`config.mk`:
```
export PLATFORM = sky130hd
export DESIGN_NAME = fdiv64_iter_flat
export DESIGN_NICKNAME = d
export VERILOG_FILES = /design/src/rtl/fdiv64_iter_if.sv /design/src/rtl/fdiv64_iter.sv /design/src/flat_wrapper.sv
export SDC_FILE = /design/constraint.sdc
export NUM_CORES = 1
export LEC_CHECK = 0
export ABC_AREA = 1
export CAP_MARGIN = 10
export CELL_PAD_IN_SITES_DETAIL_PLACEMENT = 0
export CELL_PAD_IN_SITES_GLOBAL_PLACEMENT = 2
export CORE_MARGIN = 2
export CORE_UTILIZATION = 33
export DETAILED_ROUTE_END_ITERATION = 12
export PLACE_DENSITY_LB_ADDON = 0.1
export SETUP_SLACK_MARGIN = 0.05
export SYNTH_ARGS = -nofsm -noshare
export SYNTH_HDL_FRONTEND = slang
export SYNTH_SLANG_ARGS = --single-unit
```
`constraint.sdc`:
```
create_clock -name clk -period 10.7 [get_ports clk]
set_clock_uncertainty 0.05 [all_clocks]
set_input_delay 1.605 -clock clk [delete_from_list [all_inputs] [get_ports clk]]
set_output_delay 1.605 -clock clk [all_outputs]
set_load 0.02 [all_outputs]
```
`src/rtl/fdiv64_iter_if.sv`:
```
// Operand/result stream bundle between an FP divide client and the divider core.
//   master : drives dividend/divisor (data + valid), observes tready and result
//   slave  : the divider core; consumes operands, produces tready and result
interface fdiv64_iter_if;
    logic [63:0] s_axis_a_tdata;
    logic        s_axis_a_tvalid;
    logic [63:0] s_axis_b_tdata;
    logic        s_axis_b_tvalid;
    logic        s_axis_tready;
    logic [63:0] m_axis_result_tdata;
    logic        m_axis_result_tvalid;

    modport master (
        output s_axis_a_tdata, s_axis_a_tvalid,
        output s_axis_b_tdata, s_axis_b_tvalid,
        input  s_axis_tready,
        input  m_axis_result_tdata, m_axis_result_tvalid
    );

    modport slave (
        input  s_axis_a_tdata, s_axis_a_tvalid,
        input  s_axis_b_tdata, s_axis_b_tvalid,
        output s_axis_tready,
        output m_axis_result_tdata, m_axis_result_tvalid
    );
endinterface

```
`src/rtl/fdiv64_iter.sv`:
```
// Iterative binary64 divider: one restoring quotient bit per cycle, RNE rounding,
// subnormal inputs treated as zero, subnormal results flushed to zero.
// Fixed 56-cycle latency for every operand class, one operation in flight.
// Ports:
//   clk   : clock, rising edge
//   reset : asynchronous active-high reset
//   bus   : operand/result stream (slave side); tready is high while IDLE,
//           result tvalid is a one-cycle pulse with no backpressure
module fdiv64_iter (
    input  logic         clk,
    input  logic         reset,
    fdiv64_iter_if.slave bus
);
    localparam int unsigned EW     = 11;
    localparam int unsigned FW     = 52;
    localparam int unsigned MW     = 53;
    localparam int unsigned RW     = 54;
    localparam int unsigned QW     = 55;
    localparam int unsigned XW     = 13;
    localparam int unsigned CW     = 6;
    localparam int unsigned N_ITER = 55;
    localparam int unsigned BIAS   = 1023;

    typedef enum logic [1:0] {IDLE, DIV, ROUND} state_t;

    state_t          r_state;
    state_t          w_state_nxt;
    logic            w_accept;
    logic            w_iter;
    logic            w_round;

    logic            r_sign;
    logic [EW-1:0]   r_ea;
    logic [EW-1:0]   r_eb;
    logic [RW-1:0]   r_rem;
    logic [MW-1:0]   r_mb;
    logic [QW-1:0]   r_q;
    logic [CW-1:0]   r_cnt;
    logic            r_res_nan;
    logic            r_res_inf;
    logic            r_res_zero;
    logic [63:0]     r_tdata;
    logic            r_tvalid;

    // Operand classification on the live input bus
    logic [EW-1:0]   w_ea;
    logic [EW-1:0]   w_eb;
    logic [FW-1:0]   w_fa;
    logic [FW-1:0]   w_fb;
    logic            w_a_zero, w_a_inf, w_a_nan;
    logic            w_b_zero, w_b_inf, w_b_nan;

    assign w_ea     = bus.s_axis_a_tdata[62:52];
    assign w_eb     = bus.s_axis_b_tdata[62:52];
    assign w_fa     = bus.s_axis_a_tdata[FW-1:0];
    assign w_fb     = bus.s_axis_b_tdata[FW-1:0];
    assign w_a_zero = (w_ea == '0);
    assign w_b_zero = (w_eb == '0);
    assign w_a_inf  = (w_ea == '1) && (w_fa == '0);
    assign w_b_inf  = (w_eb == '1) && (w_fb == '0);
    assign w_a_nan  = (w_ea == '1) && (w_fa != '0);
    assign w_b_nan  = (w_eb == '1) && (w_fb != '0);

    assign bus.s_axis_tready        = (r_state == IDLE);
    assign bus.m_axis_result_tdata  = r_tdata;
    assign bus.m_axis_result_tvalid = r_tvalid;

    // State register
    always_ff @(posedge clk or posedge reset) begin
        if (reset) r_state <= IDLE;
        else       r_state <= w_state_nxt;
    end

    // Next-state and phase strobes
    always_comb begin
        w_state_nxt = r_state;
        w_accept    = 1'b0;
        w_iter      = 1'b0;
        w_round     = 1'b0;
        case (r_state)
            IDLE: begin
                if (bus.s_axis_a_tvalid && bus.s_axis_b_tvalid) begin
                    w_accept    = 1'b1;
                    w_state_nxt = DIV;
                end
            end
            DIV: begin
                w_iter = 1'b1;
                if (r_cnt == CW'(N_ITER - 1)) w_state_nxt = ROUND;
            end
            ROUND: begin
                w_round     = 1'b1;
                w_state_nxt = IDLE;
            end
            default: w_state_nxt = IDLE;
        endcase
    end

    // One restoring step; the subtracted remainder is always below mb, so the shift never overflows
    logic            w_qbit;
    logic [RW-1:0]   w_rem_sub;
    logic [RW-1:0]   w_rem_nxt;

    always_comb begin
        w_qbit    = (r_rem >= RW'(r_mb));
        w_rem_sub = w_qbit ? (r_rem - RW'(r_mb)) : r_rem;
        w_rem_nxt = {w_rem_sub[RW-2:0], 1'b0};
    end

    // Normalise, round to nearest even, range-check and pick special results
    logic [MW-1:0]   w_mant;
    logic            w_guard;
    logic            w_sticky;
    logic            w_adj;
    logic            w_inc;
    logic [RW-1:0]   w_mant_rnd;
    logic [MW-1:0]   w_mant_fin;
    logic signed [XW-1:0] w_exp;
    logic signed [XW-1:0] w_exp_fin;
    logic [63:0]     w_result;

    always_comb begin
        w_mant     = '0;
        w_guard    = 1'b0;
        w_sticky   = 1'b0;
        w_adj      = 1'b0;
        w_inc      = 1'b0;
        w_mant_rnd = '0;
        w_mant_fin = '0;
        w_exp      = '0;
        w_exp_fin  = '0;
        w_result   = '0;

        if (r_q[QW-1]) begin
            w_mant   = r_q[QW-1:2];
            w_guard  = r_q[1];
            w_sticky = r_q[0] | (r_rem != '0);
            w_adj    = 1'b0;
        end else begin
            w_mant   = r_q[QW-2:1];
            w_guard  = r_q[0];
            w_sticky = (r_rem != '0);
            w_adj    = 1'b1;
        end

        w_exp      = XW'(r_ea) - XW'(r_eb) + XW'(BIAS) - XW'(w_adj);
        w_inc      = w_guard & (w_sticky | w_mant[0]);
        w_mant_rnd = {1'b0, w_mant} + RW'(w_inc);

        // Carry out of 53 bits: mantissa wraps to exactly 1.0
        if (w_mant_rnd[MW]) begin
            w_mant_fin = {1'b1, {FW{1'b0}}};
            w_exp_fin  = w_exp + XW'(1);
        end else begin
            w_mant_fin = w_mant_rnd[MW-1:0];
            w_exp_fin  = w_exp;
        end

        if (r_res_nan)
            w_result = {1'b0, {EW{1'b1}}, 1'b1, {(FW-1){1'b0}}};
        else if (r_res_inf)
            w_result = {r_sign, {EW{1'b1}}, {FW{1'b0}}};
        else if (r_res_zero)
            w_result = {r_sign, 63'd0};
        else if (w_exp_fin >= $signed(XW'(2047)))
            w_result = {r_sign, {EW{1'b1}}, {FW{1'b0}}};
        else if (w_exp_fin <= $signed(XW'(0)))
            w_result = {r_sign, 63'd0};
        else
            w_result = {r_sign, w_exp_fin[EW-1:0], w_mant_fin[FW-1:0]};
    end

    // Operand capture, iteration and result registers
    always_ff @(posedge clk or posedge reset) begin
        if (reset) begin
            r_sign     <= 1'b0;
            r_ea       <= '0;
            r_eb       <= '0;
            r_rem      <= '0;
            r_mb       <= '0;
            r_q        <= '0;
            r_cnt      <= '0;
            r_res_nan  <= 1'b0;
            r_res_inf  <= 1'b0;
            r_res_zero <= 1'b0;
            r_tdata    <= '0;
            r_tvalid   <= 1'b0;
        end else begin
            r_tvalid <= w_round;
            if (w_accept) begin
                r_sign     <= bus.s_axis_a_tdata[63] ^ bus.s_axis_b_tdata[63];
                r_ea       <= w_ea;
                r_eb       <= w_eb;
                r_rem      <= RW'({1'b1, w_fa});
                r_mb       <= {1'b1, w_fb};
                r_q        <= '0;
                r_cnt      <= '0;
                r_res_nan  <= w_a_nan | w_b_nan | (w_a_zero & w_b_zero) | (w_a_inf & w_b_inf);
                r_res_inf  <= w_a_inf | w_b_zero;
                r_res_zero <= w_a_zero | w_b_inf;
            end
            if (w_iter) begin
                r_rem <= w_rem_nxt;
                r_q   <= {r_q[QW-2:0], w_qbit};
                r_cnt <= r_cnt + CW'(1);
            end
            if (w_round) r_tdata <= w_result;
        end
    end
endmodule
```
`src/flat_wrapper.sv`:
```
// flat-port wrapper written by rule: the top's interface ports become plain ports
module fdiv64_iter_flat 
  (clk, reset, bus_s_axis_a_tdata, bus_s_axis_a_tvalid, bus_s_axis_b_tdata, bus_s_axis_b_tvalid, bus_s_axis_tready, bus_m_axis_result_tdata, bus_m_axis_result_tvalid);
  fdiv64_iter_if bus_i ();
  input  logic clk;
  input  logic reset;
  input wire logic [$bits(bus_i.s_axis_a_tdata)-1:0] bus_s_axis_a_tdata;
  input wire logic [$bits(bus_i.s_axis_a_tvalid)-1:0] bus_s_axis_a_tvalid;
  input wire logic [$bits(bus_i.s_axis_b_tdata)-1:0] bus_s_axis_b_tdata;
  input wire logic [$bits(bus_i.s_axis_b_tvalid)-1:0] bus_s_axis_b_tvalid;
  output wire logic [$bits(bus_i.s_axis_tready)-1:0] bus_s_axis_tready;
  output wire logic [$bits(bus_i.m_axis_result_tdata)-1:0] bus_m_axis_result_tdata;
  output wire logic [$bits(bus_i.m_axis_result_tvalid)-1:0] bus_m_axis_result_tvalid;
  assign bus_i.s_axis_a_tdata = bus_s_axis_a_tdata;
  assign bus_i.s_axis_a_tvalid = bus_s_axis_a_tvalid;
  assign bus_i.s_axis_b_tdata = bus_s_axis_b_tdata;
  assign bus_i.s_axis_b_tvalid = bus_s_axis_b_tvalid;
  assign bus_s_axis_tready = bus_i.s_axis_tready;
  assign bus_m_axis_result_tdata = bus_i.m_axis_result_tdata;
  assign bus_m_axis_result_tvalid = bus_i.m_axis_result_tvalid;
  fdiv64_iter u_core (.clk(clk), .reset(reset), .bus(bus_i));
endmodule
```
======== Yosys cells after proc, flatten, opt, wreduce, memory -nomap -nowiden ========
Cells that the tools add are included.
storage, ports and cells
  register bits ........................... 261
operators by class
  add/subtract/negate cells ............... 7
  order comparisons ....................... 3
  eq/ne operators ......................... 7
  multiplexer cells ....................... 25
  bitwise logic cells ..................... 11
  reductions and logical operators ........ 15
operators with widths
  cell                    number
  $mux 63                 4
  $mux 55                 2
  $mux 54                 2
  $mux 53                 2
  $logic_not 52->1        2
  $reduce_bool 52->1      2
  $mux 64                 1
  $add 53x1->54           1
  $ge 54x53->1            1
  $reduce_bool 54->1      1
  $sub 53x53->53          1
  $mux 52                 1
  $eq 11x11->1 const B    2
  $logic_not 11->1        2
  $add 13x10->13 const B  1
  $add 13x2->13 const B   1
  $ge 13x12->1 const B    1
  $le 13x1->1 const B     1
  $mux 13                 1
  $sub 13x1->13           1
  $mux 6                  2
  $sub 11x11->12          1
  $mux 1                  7
  $or 1x1->1              7
  13 further kinds        21

======== Logic depth before layout (Yosys ltp) ========
Gate-level depths: netlist of the first run.
  depth in word-level cells ............... 13
  gate-level depth with buffers ........... 33

======== Worst setup path before layout of the first run ========
OpenSTA, ideal clock, no wires.
  path kind ............................... reg-to-reg
  from .................................... reg u_core.r_eb[0]
  to ...................................... reg u_core.r_tdata[13], in the netlist u_core.bus.m_axis_result_tdata[13]
  setup time .............................. 0.076 ns
  arrival time ............................ 3.770 ns
  required time ........................... 10.574 ns
  slack ................................... 6.804 ns
  cell stages (with the launch flop) ...... 27
  buffers on the path ..................... 2
  clock period less this slack ............ 3.896 ns
  path through ............................ dfrtp_1 ha_1 inv_1 fa_1 inv_1 ha_1 inv_1 fa_1 inv_1 nand2_1 o21ai_0 nand2_1 nand2_1 nand2_1 nand2_1 nand2_1 nand2_1 inv_1 nor2_1 nand3_1 xor2_1 inv_1 nand2_1 nand4_4 buf_6 buf_6 o21ai_1
on the way
  longest elaborated chain between the ends .. 11
  elaborated cells between the ends (all ways) .. 12
RTL lines
  what                    line                source
  start, declared         fdiv64_iter.sv:34   logic [EW-1:0] r_eb;
  start signal, assigned  fdiv64_iter.sv:193  r_eb <= w_eb;
  $sub 11x11->12 *        fdiv64_iter.sv:146  w_exp = XW'(r_ea) - XW'(r_eb) + XW'(BIAS) - XW'(w_adj);
  $add 13x10->13 *        fdiv64_iter.sv:146
  $sub 13x1->13 *         fdiv64_iter.sv:146
  $add 13x2->13           fdiv64_iter.sv:153  w_exp_fin = w_exp + XW'(1);
  $mux 13 *               fdiv64_iter.sv:151  if (w_mant_rnd[MW]) begin
  $le 13x1->1             fdiv64_iter.sv:167  else if (w_exp_fin <= $signed(XW'(0)))
  $mux 63                 fdiv64_iter.sv:167
  $mux 63 *               fdiv64_iter.sv:165  else if (w_exp_fin >= $signed(XW'(2047)))
  $mux 63 *               fdiv64_iter.sv:163  else if (r_res_zero)
  $mux 63 *               fdiv64_iter.sv:161  else if (r_res_inf)
  $mux 64 *               fdiv64_iter.sv:159  if (r_res_nan)
  end signal, assigned    fdiv64_iter.sv:207  if (w_round) r_tdata <= w_result;
  end, declared           fdiv64_iter.sv:42   logic [63:0] r_tdata;
Every way passes the cells marked *; elsewhere a longest branch is shown, timed or not.
A chain may end at the register's enable or synchronous reset.

======== Worst setup path in the final report of the first run ========
  from .................................... reg u_core.r_q[54]
  to ...................................... reg u_core.r_tdata[0], in the netlist u_core.bus.m_axis_result_tdata[0]
on the way
  longest elaborated chain between the ends .. 11
  elaborated cells between the ends (all ways) .. 18
RTL lines
  what                                                   line                source
  start, declared                                        fdiv64_iter.sv:37   logic [QW-1:0] r_q;
  start signal, assigned                                 fdiv64_iter.sv:204  r_q <= {r_q[QW-2:0], w_qbit};
  branches (longest 7 deep; another with $sub 13x1->13)  --
  $mux 63 *                                              fdiv64_iter.sv:165
  $mux 63 *                                              fdiv64_iter.sv:163
  $mux 63 *                                              fdiv64_iter.sv:161
  $mux 64 *                                              fdiv64_iter.sv:159
Mark *: on every way between the ends.

==> impl_results.md, run 1 <==
- YS warnings: 0
- Skew-Pair Late Insertion Delay: roughly 0.56 ns
- Pint: roughly 1700 uW
- Initial DRC count: 933
- Antenna diodes: 0
- Vias/cell: 4.941
- WL final: approximately 59000 um
- Syn Area/Cell: just under 7 um^2
- Critical Path Max Stage Delay: 0.70 ns
- Share of layout cells above drive strength 1: 0.04044
- Hold depth: 2
- Die area: 57890 um^2
- Die Y-Extent: roughly 240 um
- HPWL Detailed: between 40000 and 50000 um
- Core footprint: between 50000 and 60000 um^2
- I/O Buffers: approximately 200
- Clock share of power: 0.525
- Seq pwr share: 0.437
- Post-CTS Setup Inserts: 0
- CTS Buffer Depth: 3
- Worst hold slack: around 0.41 ns
- Final Hold Viols: 0
- Netlist cell types: 53
- Maximum vdd drop: ~0.00011 V
- Final ANT Viol Nets: 0
- Post-layout min period: around 5.1 ns
- Setup violators final: 0
- P_leak: ~0.011 uW
- Largest net degree at the start of global routing: about 140
- NumNets Final: 3033
- Kind of critical path: reg2reg
- CP max stage cell: buf_4
- Row cnt: 86
- Vias in the first global route: approximately 17000
- Class of the worst hold path: reg2reg
- Slew headroom: 0.2761
- RSZ-0062 raised after global routing: no
- Overflow after GRT: 0
- Mapped Nets: ~2900
- Pwr per Cell Area: 101.7 nW/um^2
- CTS Sinks: 261
- Initial antenna violation count: 0
- Crit-path most repeated cell: nand2_1
- Synth Cell Area: 18480 um^2
- Post-CTS resize count: 0
- Initial Util: 0.3347
- DRC Markers: 0
- Die X: approximately 240 um
- CTS Buf Count: 35
- Status: completed
- Fmax: slightly below 0.2 GHz
- Max-cap violations: 0
- Fillers: about 5900
- Ys flop type: dfrtp_1
- Sw frac: 0.2269
- Clock-pin slew on the worst setup and hold paths: approximately 0.05 ns
- DR vias: about 18000
- CTS tree: built
- Synthesis-to-finish area growth: 20.41%
- Hold buffer count at CTS: 0
- Total track usage: 0.2051
- Worst setup EP type: flop
- Io pins: roughly 200
- Leading cell type in the layout, fill and taps excluded: nand2_1
- Gate Count Post-Synth: approximately 2700
- Crit-path max FO: 89
- Sum Neg Setup Slack: 0 ns
- Critical path arrival: approximately 5.6 ns
- Post-DR wirelength/cell: around 17 um
- Fin. max-slew vios: 0
- Worst r2r path cells: 19
- Placer Congestion: ~0.88
- TritonRoute pass-1 iters: 5
- Final Cycle Share: 0.4803
- Global-route wire length before repair: ~94000 um
- Worst EP required: roughly 11 ns
- Worst-path cell chain: buf_4 > inv_2 > nand2_1 > nand2_1 > nor2_1 > nand2_1 > nor3_2 > nand4_2 > nor2_2 > nand2_1 > nor2_2 > nand3_1 > xor2_1 > inv_1 > nand2_1 > nand4_4 > nor2_8 > nand2_1 > nand2_1
- CTS HTree Levels: 2
- Post-synthesis sequential area ratio: 0.3535
- EDFF count, synth: 0
- Yosys reg bits: around 260
- Logic pwr share: 0.038
- Fraction of synthesis flops using an asynchronous set or reset pin: 1.000
- CTS Root Cell: clkbuf_16
- Startpoint types: flop
- Actual slew at the worst max-slew pin: 1.086 ns
- Most frequent cells in the layout: 696 x nand2_1, 387 x inv_1, 260 x dfrtp_1, 216 x nor2_1, 209 x o21ai_0
- P_sw: 513.3 uW
==> cells by family (layout without fill, tap and decap cells) <==
family | count (synthesis) | in the layout | share of synthesized area
muxes | 1 | 1 | 0.0005418
buffers and inverters | 484 | 667 | 0.1031
xor gates and xnor gates | 82 | 82 | 0.03887
DFF | 261 | 261 | 0.3535
and+or+nand+nor | 1178 | 1178 | 0.2695
adders and majority gates | 79 | 79 | 0.05472
AOI/OAI and AO/OA | 576 | 576 | 0.1797
==> worst max-delay path, delay by kind of cell (launching register included) <==
family / cells / cell delay, ns
buffers and inverters: 3 / 1.25
AND/OR/NAND/NOR: 15 / 2.85
flip-flops: 1 / 0.56
XOR/XNOR: 1 / 0.30
==> worst paths after layout <==
kind / startpoint / to / slack, ns
hold / removal: u_core.r_mb[52] / u_core.r_mb[52] / 0.41
setup reg to reg: u_core.r_q[54] / u_core.bus.m_axis_result_tdata[0] / 5.56
max in group asynchronous: reset / u_core.r_q[15] / 7.45
hold reg to reg: u_core.r_mb[52] / u_core.r_mb[52] / 0.41
min in group asynchronous: reset / u_core.bus.m_axis_result_tdata[52] / 1.62
setup / recovery: u_core.r_q[54] / u_core.bus.m_axis_result_tdata[0] / 5.56
==> power by group through the flow <==
stage | sequential [uW] | clock [uW] | combinational, uW
after floorplan | 1010 | 0 | 19.2
after global placement | 1010 | 0 | 89.2
after detailed placement | 1010 | 0 | 89.6
after CTS | 987 | 1230 | 89.8
after global routing | 987 | 1260 | 95.6
final | 988 | 1190 | 87.1
==> synth_stat cells (3+ instances only) <==
library cell	number	area (um^2)
buf_1	8	30.03
a21o_1	11	82.58
o21ai_0	209	1046
o21ai_2	9	78.83
buf_4	6	45.04
o21ai_1	26	130.1
or4_1	3	22.52
o22ai_1	81	506.7
a21oi_1	127	635.6
inv_1	389	1460
fa_1	3	60.06
nand2_1	697	2616
a31oi_1	26	162.7
dfrtp_1	261	6531
a21boi_0	4	30.03
inv_2	8	30.03
nor3_1	24	120.1
nor4_1	49	306.5
o211ai_1	27	202.7
o221ai_1	11	96.34
nand4_1	39	244.0
nand3_1	116	580.6
nor2_1	217	814.5
xnor2_1	38	332.8
clkbuf_1	60	225.2
nor3_2	4	40.04
buf_6	8	90.09
o21bai_1	30	225.2
nand2_2	3	18.77
nand3b_1	6	45.04
buf_2	5	25.02
ha_1	76	950.9
nor2_2	10	62.56
xor2_1	44	385.4
o31ai_1	3	22.52
==> registers in the layout, summed over array words and instances, names as in the netlist, 2 cells and up <==
| register | count |
|---|---|
| u_core.r_state | 2 |
| u_core.r_mb | 53 |
| u_core.r_ea | 11 |
| u_core.r_rem | 54 |
| u_core.bus.m_axis_result_tdata | 64 |
| u_core.r_q | 55 |
| u_core.r_cnt | 6 |
| u_core.r_eb | 11 |
==> per-stage QoR <==
| stage | std cells | area (um^2) | total power, uW | util | worst slack [ns] |
|---|---|---|---|---|---|
| final | 3592 | 22250 | 2262 | 0.4030 | 5.561 |
| after global placement | 3533 | 21100 | 1094 | 0.3822 | 5.613 |
| after detailed placement | 3533 | 21100 | 1095 | 0.3822 | 5.589 |
| after floorplan | 2661 | 18480 | 1025 | - | 1.862 |
| after CTS | 3592 | 22250 | 2304 | 0.4030 | 5.559 |
| after global routing | 3592 | 22250 | 2347 | 0.4030 | 5.062 |
==> routing by layer <==
layer / wire (um) / track usage
met5: 0 / 0
met1: 27390 / 0.2704
met4: 1486 / 0.05665
met3: 2115 / 0.02436
met2: 28290 / 0.3539
==> area by class of cell <==
| class | instances | area [um^2] | share of cell area |
|---|---|---|---|
| clock buffers | 45 | 974.7 | 0.04382 |
| clock inverters | 14 | 170.2 | 0.007649 |
| inverters | 397 | 1499 | 0.06738 |
| multi-input cells | 1916 | 10060 | 0.4521 |
| flip-flops and latches | 261 | 6533 | 0.2937 |
| well taps | 748 | 935.9 | 0.04207 |
| repair buffers | 211 | 2077 | 0.09337 |
(Power assumes the default switching activity.)
==> run 2: changes to the inputs <==
==> constraint.sdc (replaced) <==
create_clock -name clk -period 5.3 [get_ports clk]
set_clock_uncertainty 0.05 [all_clocks]
set_input_delay 0.795 -clock clk [delete_from_list [all_inputs] [get_ports clk]]
set_output_delay 0.795 -clock clk [all_outputs]
set_load 0.02 [all_outputs]
==> impl_results.md, run 2 (synthesized netlist as in run 1, its figures left out) <==
- Worst setup EP type: flop
- Hold buffer count at CTS: 0
- CTS Root Cell: clkbuf_16
- Placer Congestion: between 0.8 and 0.9
- I/O Buffers: 197
- CTS Buffer Depth: 3
- Worst EP required: 5.74 ns
- Initial DRC count: roughly 920
- Die area: a little under 60000 um^2
- Vias/cell: a little under 5
- Min-delay src: u_core.r_mb[52]
- Post-layout min period: between 4 and 5 ns
- Register area: between 6000 and 7000 um^2
- Max-cap violations: 0
- Core footprint: approximately 55000 um^2
- Most frequent cells in the layout: 696 x nand2_1, 387 x inv_1, 260 x dfrtp_1, 216 x nor2_1, 209 x o21ai_0
- Total track usage: 0.2073
- CTS Sinks: between 200 and 300
- TritonRoute pass-1 iters: 6
- Slew headroom: 0.2889
- Row cnt: between 80 and 90
- Io pins: around 200
- Actual slew at the worst max-slew pin: about 1.1 ns
- CTS tree: built
- Pwr per Cell Area: between 200 and 250 nW/um^2
- Fmax: ~0.22 GHz
- Fillers: just under 6000
- Hold Path End: u_core.r_mb[52]
- CTS HTree Levels: 2
- Worst r2r src: u_core.r_eb[0]
- Startpoint types: flop
- Maximum vdd drop: roughly 0.00018 V
- Vias in the first global route: 17860
- RR Endpoint: u_core.bus.m_axis_result_tdata[47]
- Final Hold Viols: 0
- Initial Util: 0.3347
- Final ANT Viol Nets: 0
- Multi-input gate area in the final layout: ~10000 um^2
- Post-route cell area: around 22000 um^2
- P_leak: 0.01064 uW
- Overflow after GRT: 0
- Worst r2r path cells: 26
- Clock-pin slew on the worst setup and hold paths: roughly 0.060 ns
- Antenna diodes: 0
- Post-CTS resize count: 0
- HPWL Detailed: around 46000 um
- Largest net degree at the start of global routing: 110
- Total power draw: 4593 uW
- WL final: 59010 um
- NumNets Final: between 3000 and 4000
- R2R setup slack: around 0.81 ns
- Share of layout cells above drive strength 1: 0.04241
- Die X: roughly 240 um
- Class of the worst hold path: reg2reg
- Crit-path max FO: 27
- Final Cycle Share: 0.8471
- Die Y-Extent: approximately 240 um
- Leading cell type in the layout, fill and taps excluded: nand2_1
- Largest register FFs: between 60 and 70
- Critical path arrival: around 5 ns
- Global-route wire length before repair: roughly 96000 um
- Post-DR wirelength/cell: 16.39 um
- Initial antenna violation count: 0
- Fin. max-slew vios: 0
- Skew-Pair Late Insertion Delay: 0.56 ns
- DRC Markers: 0
- Status: completed
- Kind of critical path: reg2reg
- Sum Neg Setup Slack: 0 ns
- CTS Buf Count: 36
- Hold depth: 2
- Post-CTS Setup Inserts: 0
- Synthesis-to-finish area growth: 21.06%
- Placed Area: 21190 um^2
- RSZ-0062 raised after global routing: no
- DR vias: approximately 18000
- Layout Utilization: 0.4052
- Setup violators final: 0
==> run 2: cell count changes in the layout (fill, tap and decap cells not counted), sizes merged <==
| cell | change |
|---|---|
| clkbuf | +6 |
| clkinv | -1 |
| inv | -2 |
| buf | +6 |
==> run 2: worst max-delay path by stage <==
stage                         from                            endpoint  slack, ns
global route        u_core.r_ea[0]  u_core.bus.m_axis_result_tdata[47]       0.21
global placement    u_core.r_eb[0]   u_core.bus.m_axis_result_tdata[0]       0.86
finish              u_core.r_eb[0]  u_core.bus.m_axis_result_tdata[47]       0.81
CTS                 u_core.r_eb[0]  u_core.bus.m_axis_result_tdata[47]       0.74
detailed placement  u_core.r_eb[0]  u_core.bus.m_axis_result_tdata[47]       0.76
floorplan                    reset   u_core.bus.m_axis_result_tdata[0]       1.01
==> run 2: cell type report <==
type,count,share of cell area
clock inverters,11,0.006490
inverters,397,0.06691
well taps,748,0.04185
clock buffers,51,0.04593
multi-input cells,1916,0.4496
repair buffers,217,0.09712
flip-flops and latches,261,0.2921
==> run 2: per-layer routing <==
| layer | up-vias | global-route usage | routed length (um) |
|---|---|---|---|
| met5 | - | 0 | 0 |
| met4 | 0 | 0.07171 | 1919 |
| met3 | 94 | 0.02642 | 2124 |
| met2 | 307 | 0.3571 | 28310 |
| met1 | 8188 | 0.2671 | 26660 |
| li1 | 9119 | - | - |
==> run 2: power breakdown <==
| part | internal, uW | switching [uW] |
|---|---|---|
| clock network | 1490 | 929 |
| logic | 94.9 | 83.7 |
| registers | 1990 | 0 |
| total | 3580 | 1010 |
==> run 2: critical path: stages, from the launching register on <==
cell and delay [ns]:
dfrtp_1 0.38, ha_1 0.20, inv_1 0.11, fa_1 0.45, inv_1 0.11, ha_1 0.17
inv_1 0.05, fa_1 0.39, inv_1 0.07, nand2_1 0.06, o21ai_0 0.14, nand2_1 0.10
nand2_1 0.07, nand2_1 0.07, nand2_1 0.11, nand2_1 0.06, nand2_1 0.12, inv_1 0.07
nor2_1 0.20, nand3_1 0.17, xor2_1 0.30, inv_1 0.09, nand2_1 0.13, nand4_4 0.16
nor2_8 0.38, nand2_1 0.13, nand2_1 0.08
==> run 2: metrics by stage <==
step | std cells | setup slack, ns | hold slack, ns
CTS | 3601 | 0.7379 | 0.4138
global route | 3601 | 0.2143 | 0.4450
floorplan | 2661 | 1.013 | 0.3764
detailed placement | 3539 | 0.7574 | 0.4008
finish | 3601 | 0.8102 | 0.4058
global placement | 3539 | 0.8648 | 0.3950
==> edit 1 (flow settings as in run 1) <==
The 3 states of `state_t` get a one-hot encoding in 3 bits.
--- a/src/rtl/fdiv64_iter.sv
+++ b/src/rtl/fdiv64_iter.sv
@@ -21,7 +21,7 @@
     localparam int unsigned N_ITER = 55;
     localparam int unsigned BIAS   = 1023;
 
-    typedef enum logic [1:0] {IDLE, DIV, ROUND} state_t;
+    typedef enum logic [2:0] {IDLE = 3'b001, DIV = 3'b010, ROUND = 3'b100} state_t;
 
     state_t          r_state;
     state_t          w_state_nxt;
Function: no difference found for any inputs over 10 cycles, from zero or initial values and one cycle with reset high; not proved beyond that.
==> edit 1 against run 1 <==
- fmax shrank 1.6%
- worst setup slack worse by 84 ps
- wire length decreased by 1.7%
- synthesized cell count is 2.7% lower
- design area up 0.12%
- area after synthesis grew 0.54%
- sequential cell count is 1 higher
- critical path depth increased by 2
Power is not compared: it rests on default switching activity, and its combinational part moved more than twofold at a synthesized area within 25%.
==> edit 1: results (changes against run 1) <==
Finish
  • Layout multi-input combinational cell count: 1843 (was 1916)
  • Ratio of cells with drive above 1 in the final layout: 6.00% (was 4.04%)
  • Multi-input combinational cell area: 0.0101 mm² (about the same)
  • Non-clock buffering overhead: 9.19% (was 9.34%)
  • NumNets Final: 2953 (was 3033)
  • Logic inverters: 394 (was 397)
  • Sequential cell area in the final layout: 0.00656 mm² (was 0.00653 mm²)
  • # clk buffers: 50 (was 45)
  • Layout buffer count excluding clock buffers: 207 (was 211)
  • Fraction of area in clock buffers and inverters: 5.11% (was 5.15%)
  • Layout fillers: 5972 (was 5914)

Critical path
  • Cell at the slowest stage of the critical path: nand3_4 (was buf_4)
  • Slowest cell delay on critical path: 540 ps (was 700 ps)
  • Maximum fanout count along the critical path: 37 (was 89)
  • Top cell family by delay on the critical path: simple AND/OR/NAND/NOR gates (unchanged)

GRT
  • First-pass GRT wire length: 93100 µm (was 94400 µm)
  • GRT Resource Usage Total: 20.1% (was 20.5%)
  • Vias in the first global route: 17210 (was 17454)
  • Pin count of the biggest net entering global routing: 96 (was 135)

Synthesis
  • Register bit total from synthesis: 262 (was 261)
  • Most instantiated cells after synthesis: nand2_1 (590), inv_1 (373), dfrtp_1 (261), nor2_1 (196), o21ai_0 (184) (was nand2_1 (697), inv_1 (389), dfrtp_1 (261), nor2_1 (217), o21ai_0 (209))
  • Largest cells by area after synthesis: dfrtp_1 (35%), nand2_1 (12%), inv_1 (7.5%) (was dfrtp_1 (35%), nand2_1 (14%), inv_1 (7.9%))
  • Syn_nets: 2801 (was 2872)
  • Sequential cell area fraction in the yosys report: 35.3% (was 35.4%)
  • Fraction of synthesized cell area taken by the top area cell type: 35.2% (was 35.4%)
  • Count of different cell masters after synthesis: 60 (was 53)

Status
  • Result of the run: finished clean (unchanged)

Floorplan
  • Die width: 241 µm (about the same)

Route
  • Per-cell via count in the routed design: 4.94 (about the same)
  • Detailed-route wire length: 58200 µm (was 59300 µm)
  • DRC violation count after routing: 0 (unchanged)
  • Number of DRC violations after detailed-routing iteration 0: 867 (was 933)

Timing
  • Pin slew with the least headroom to its limit: 1110 ps (was 1090 ps)

Placement
  • Placement-stage cell area: 0.0211 mm² (about the same)
  • Final RePlAce weighted congestion: 0.896 (was 0.876)
  • Half-perimeter wire length after detailed placement: 45600 µm (was 45800 µm)

Clock network
  • Number of clock buffers inserted by TritonCTS: 34 (was 35)
-- edit 1: power breakdown --
group	internal, mW	switching, mW
clock network	0.711	0.461
logic	1.24	2.46
registers	1.18	0.150
-- edit 1: kinds of logic after synthesis --
family,share of synthesized area [%]
DFF,35.3
xor gates and xnor gates,4.34
AOI/OAI and AO/OA,18.0
and+or+nand+nor,26.5
adders and majority gates,5.44
buffers and inverters,10.5
-- edit 1: layer usage --
layer | share of wire [%] | vias up | GRT usage [%]
met4 | 2.2 | 0 | 5.16
met3 | 3.5 | 79 | 2.78
met2 | 48 | 306 | 35.3
li1 | - | 8922 | -
met1 | 46 | 8058 | 26.1
met5 | 0 | - | 0
-- edit 1: stage by stage --
| step | hold slack (ps) | util, % | std cells | setup WS (ps) |
|---|---|---|---|---|
| final | 407 | 40.2 | 3515 | 5480 |
| after CTS | 407 | 40.2 | 3515 | 5410 |
| after floorplan | 376 | - | 2590 | 1830 |
| after detailed placement | 394 | 38.1 | 3454 | 5420 |
| after global routing | 428 | 40.2 | 3515 | 4820 |
| after global placement | 393 | 38.1 | 3454 | 5580 |
-- edit 1: final timing paths --
kind | startpoint | to | cells past startpoint | slack (ps)
max | u_core.r_eb[0] | u_core.bus.m_axis_result_tdata[48] | 21 | 5480
min | u_core.r_mb[52] | u_core.r_mb[52] | 2 | 410
max reg2reg | u_core.r_eb[0] | u_core.bus.m_axis_result_tdata[48] | 21 | 5480
min reg2reg | u_core.r_mb[52] | u_core.r_mb[52] | 2 | 410
max in group asynchronous | reset | u_core.r_q[54] | 4 | 6910
min in group asynchronous | reset | u_core.r_eb[10] | 2 | 1420
-- edit 1: worst min-delay path: cells and delay by family, from the launching register on --
family                 cells  cell delay, ps
buffers and inverters      1              50
DFF                        1             320
and+or+nand+nor            1              60
==> edit 2 (flow settings as in run 1) <==
Without the edit above. Make the reset (`reset`) synchronous in 2 clocked blocks. Comments in the files are not updated.
--- a/src/rtl/fdiv64_iter.sv
+++ b/src/rtl/fdiv64_iter.sv
@@ -66,7 +66,7 @@
     assign bus.m_axis_result_tvalid = r_tvalid;
 
     // State register
-    always_ff @(posedge clk or posedge reset) begin
+    always_ff @(posedge clk) begin
         if (reset) r_state <= IDLE;
         else       r_state <= w_state_nxt;
     end
@@ -171,7 +171,7 @@
     end
 
     // Operand capture, iteration and result registers
-    always_ff @(posedge clk or posedge reset) begin
+    always_ff @(posedge clk) begin
         if (reset) begin
             r_sign     <= 1'b0;
             r_ea       <= '0;
Formal check against the unedited RTL: differs if reset is asserted again (counterexample within 4 cycles, from zero or initial values and one cycle with reset high); with reset held inactive, the same outputs for 10 cycles.
==> edit 2 against run 1 <==
- design area is 6.7% lower
- sequential cell count stayed put
- wire length is 4.7% lower
- area after synthesis is 5.9% lower
- synthesized cell count is 0.53% higher
- first-iteration DRC count is 5.5% lower
- worst setup slack better by 330 ps
- largest cell class unchanged
- highest routed layer unchanged
Power is not compared: it rests on default switching activity, and its combinational part moved more than twofold at a synthesized area within 25%.
==> edit 2: results (changes against run 1) <==
Timing
  • Worst hold slack: 411 ps (was 412 ps)
  • Post-route setup slack: 5900 ps (was 5560 ps)
  • Pin slew with the least headroom to its limit: 931 ps (was 1090 ps)

Route
  • Via count: 17623 (was 17749)
  • Detailed-route wire length: 56500 µm (was 59300 µm)
  • DR WL/cell: 16.1 µm (was 16.5 µm)

Critical path
  • Timing startpoint of the critical path: u_core.r_q[54] (unchanged)
  • Reg2reg end: u_core.bus.m_axis_result_tdata[33] (was u_core.bus.m_axis_result_tdata[0])
  • Arr. time, crit path: 5250 ps (was 5570 ps)
  • Path depth of the worst reg2reg path: 23 (was 19)

Synthesis
  • Share of flip-flops with an asynchronous set or reset after synthesis: 0% (was 100%)
  • Area share of fa/ha/maj cells after synthesis: 5.82% (was 5.47%)
  • Synthesized area divided by synthesized cell count: 6.50 µm² (was 6.94 µm²)
  • Count of different cell masters after synthesis: 54 (was 53)
  • Largest cells by area after synthesis: dfxtp_1 (30%), nand2_1 (12%), a21oi_1 (8.1%) (was dfrtp_1 (35%), nand2_1 (14%), inv_1 (7.9%))
  • Syn_nets: 2886 (was 2872)
  • Fraction of synthesized area in multiplexers: 0% (was 0.0542%)

Clock network
  • Clk Latency, worst-skew pair: 590 ps (was 560 ps)

Placement
  • Final RePlAce weighted congestion: 0.880 (was 0.876)
  • Half-perimeter wire length after detailed placement: 43200 µm (was 45800 µm)
  • Placement-stage cell area: 0.0198 mm² (was 0.0211 mm²)
  • Placed insts: 3457 (was 3533)

GRT
  • Met1 layer usage reported by global route: 27.3% (was 27.0%)
  • GRT Resource Usage Total: 20.5% (about the same)

Finish
  • Layout fillers: 5697 (was 5914)

Status
  • Result of the run: finished clean (unchanged)
## edit 2: metal layers
metal	part of all wire, %	vias up
met5	0	-
met4	2.2	0
met2	47	270
met3	3.6	59
li1	-	9202
met1	48	8092
## edit 2: kinds of logic after synthesis
family / after synthesis
buffers and inverters: 447
AO/OA/AOI/OAI: 691
AND/OR/NAND/NOR: 1115
XOR/XNOR: 82
flip-flops: 261
adder cells (fa/ha/maj): 79
## edit 2: critical path: stages (launching register included)
cell and delay, ps:
dfxtp_2 310, buf_4 660, ha_1 270, ha_1 190, inv_1 80, fa_1 400
o21ai_0 290, nand2_1 90, nand2_1 70, nand2_1 50, nand2_1 110, nand3_1 110
nand3_1 80, nand2_1 90, nor2_1 90, nand2_1 80, nor2_2 120, nand2_1 60
o21ai_1 70, nand2_1 250, nand2_2 230, buf_4 550, nand3_1 170, a21oi_1 170
## edit 2: worst min-delay path by stage
stage | start | end | depth (start not counted)
3_5_place_dp | u_core.r_eb[5] | u_core.r_eb[5] | 2
5_1_grt | u_core.bus.m_axis_result_tdata[23] | u_core.bus.m_axis_result_tdata[23] | 2
3_3_place_gp | u_core.r_ea[0] | u_core.r_ea[0] | 2
6_report | u_core.r_ea[0] | u_core.r_ea[0] | 2
2_1_floorplan | u_core.r_ea[0] | u_core.r_ea[0] | 2
4_1_cts | u_core.r_sign | u_core.bus.m_axis_result_tdata[63] | 2
## edit 2: final cells by class
cell class | count | area [µm²] | share of cell area [%]
Clock buffer | 44 | 905 | 4.36
Clock inverter | 13 | 90.1 | 0.434
Inverter | 329 | 1240 | 5.96
Multi-Input combinational cell | 1967 | 10400 | 49.9
Sequential cell | 261 | 5230 | 25.2
Tap cell | 688 | 861 | 4.15
Timing Repair Buffer | 212 | 2080 | 10.0
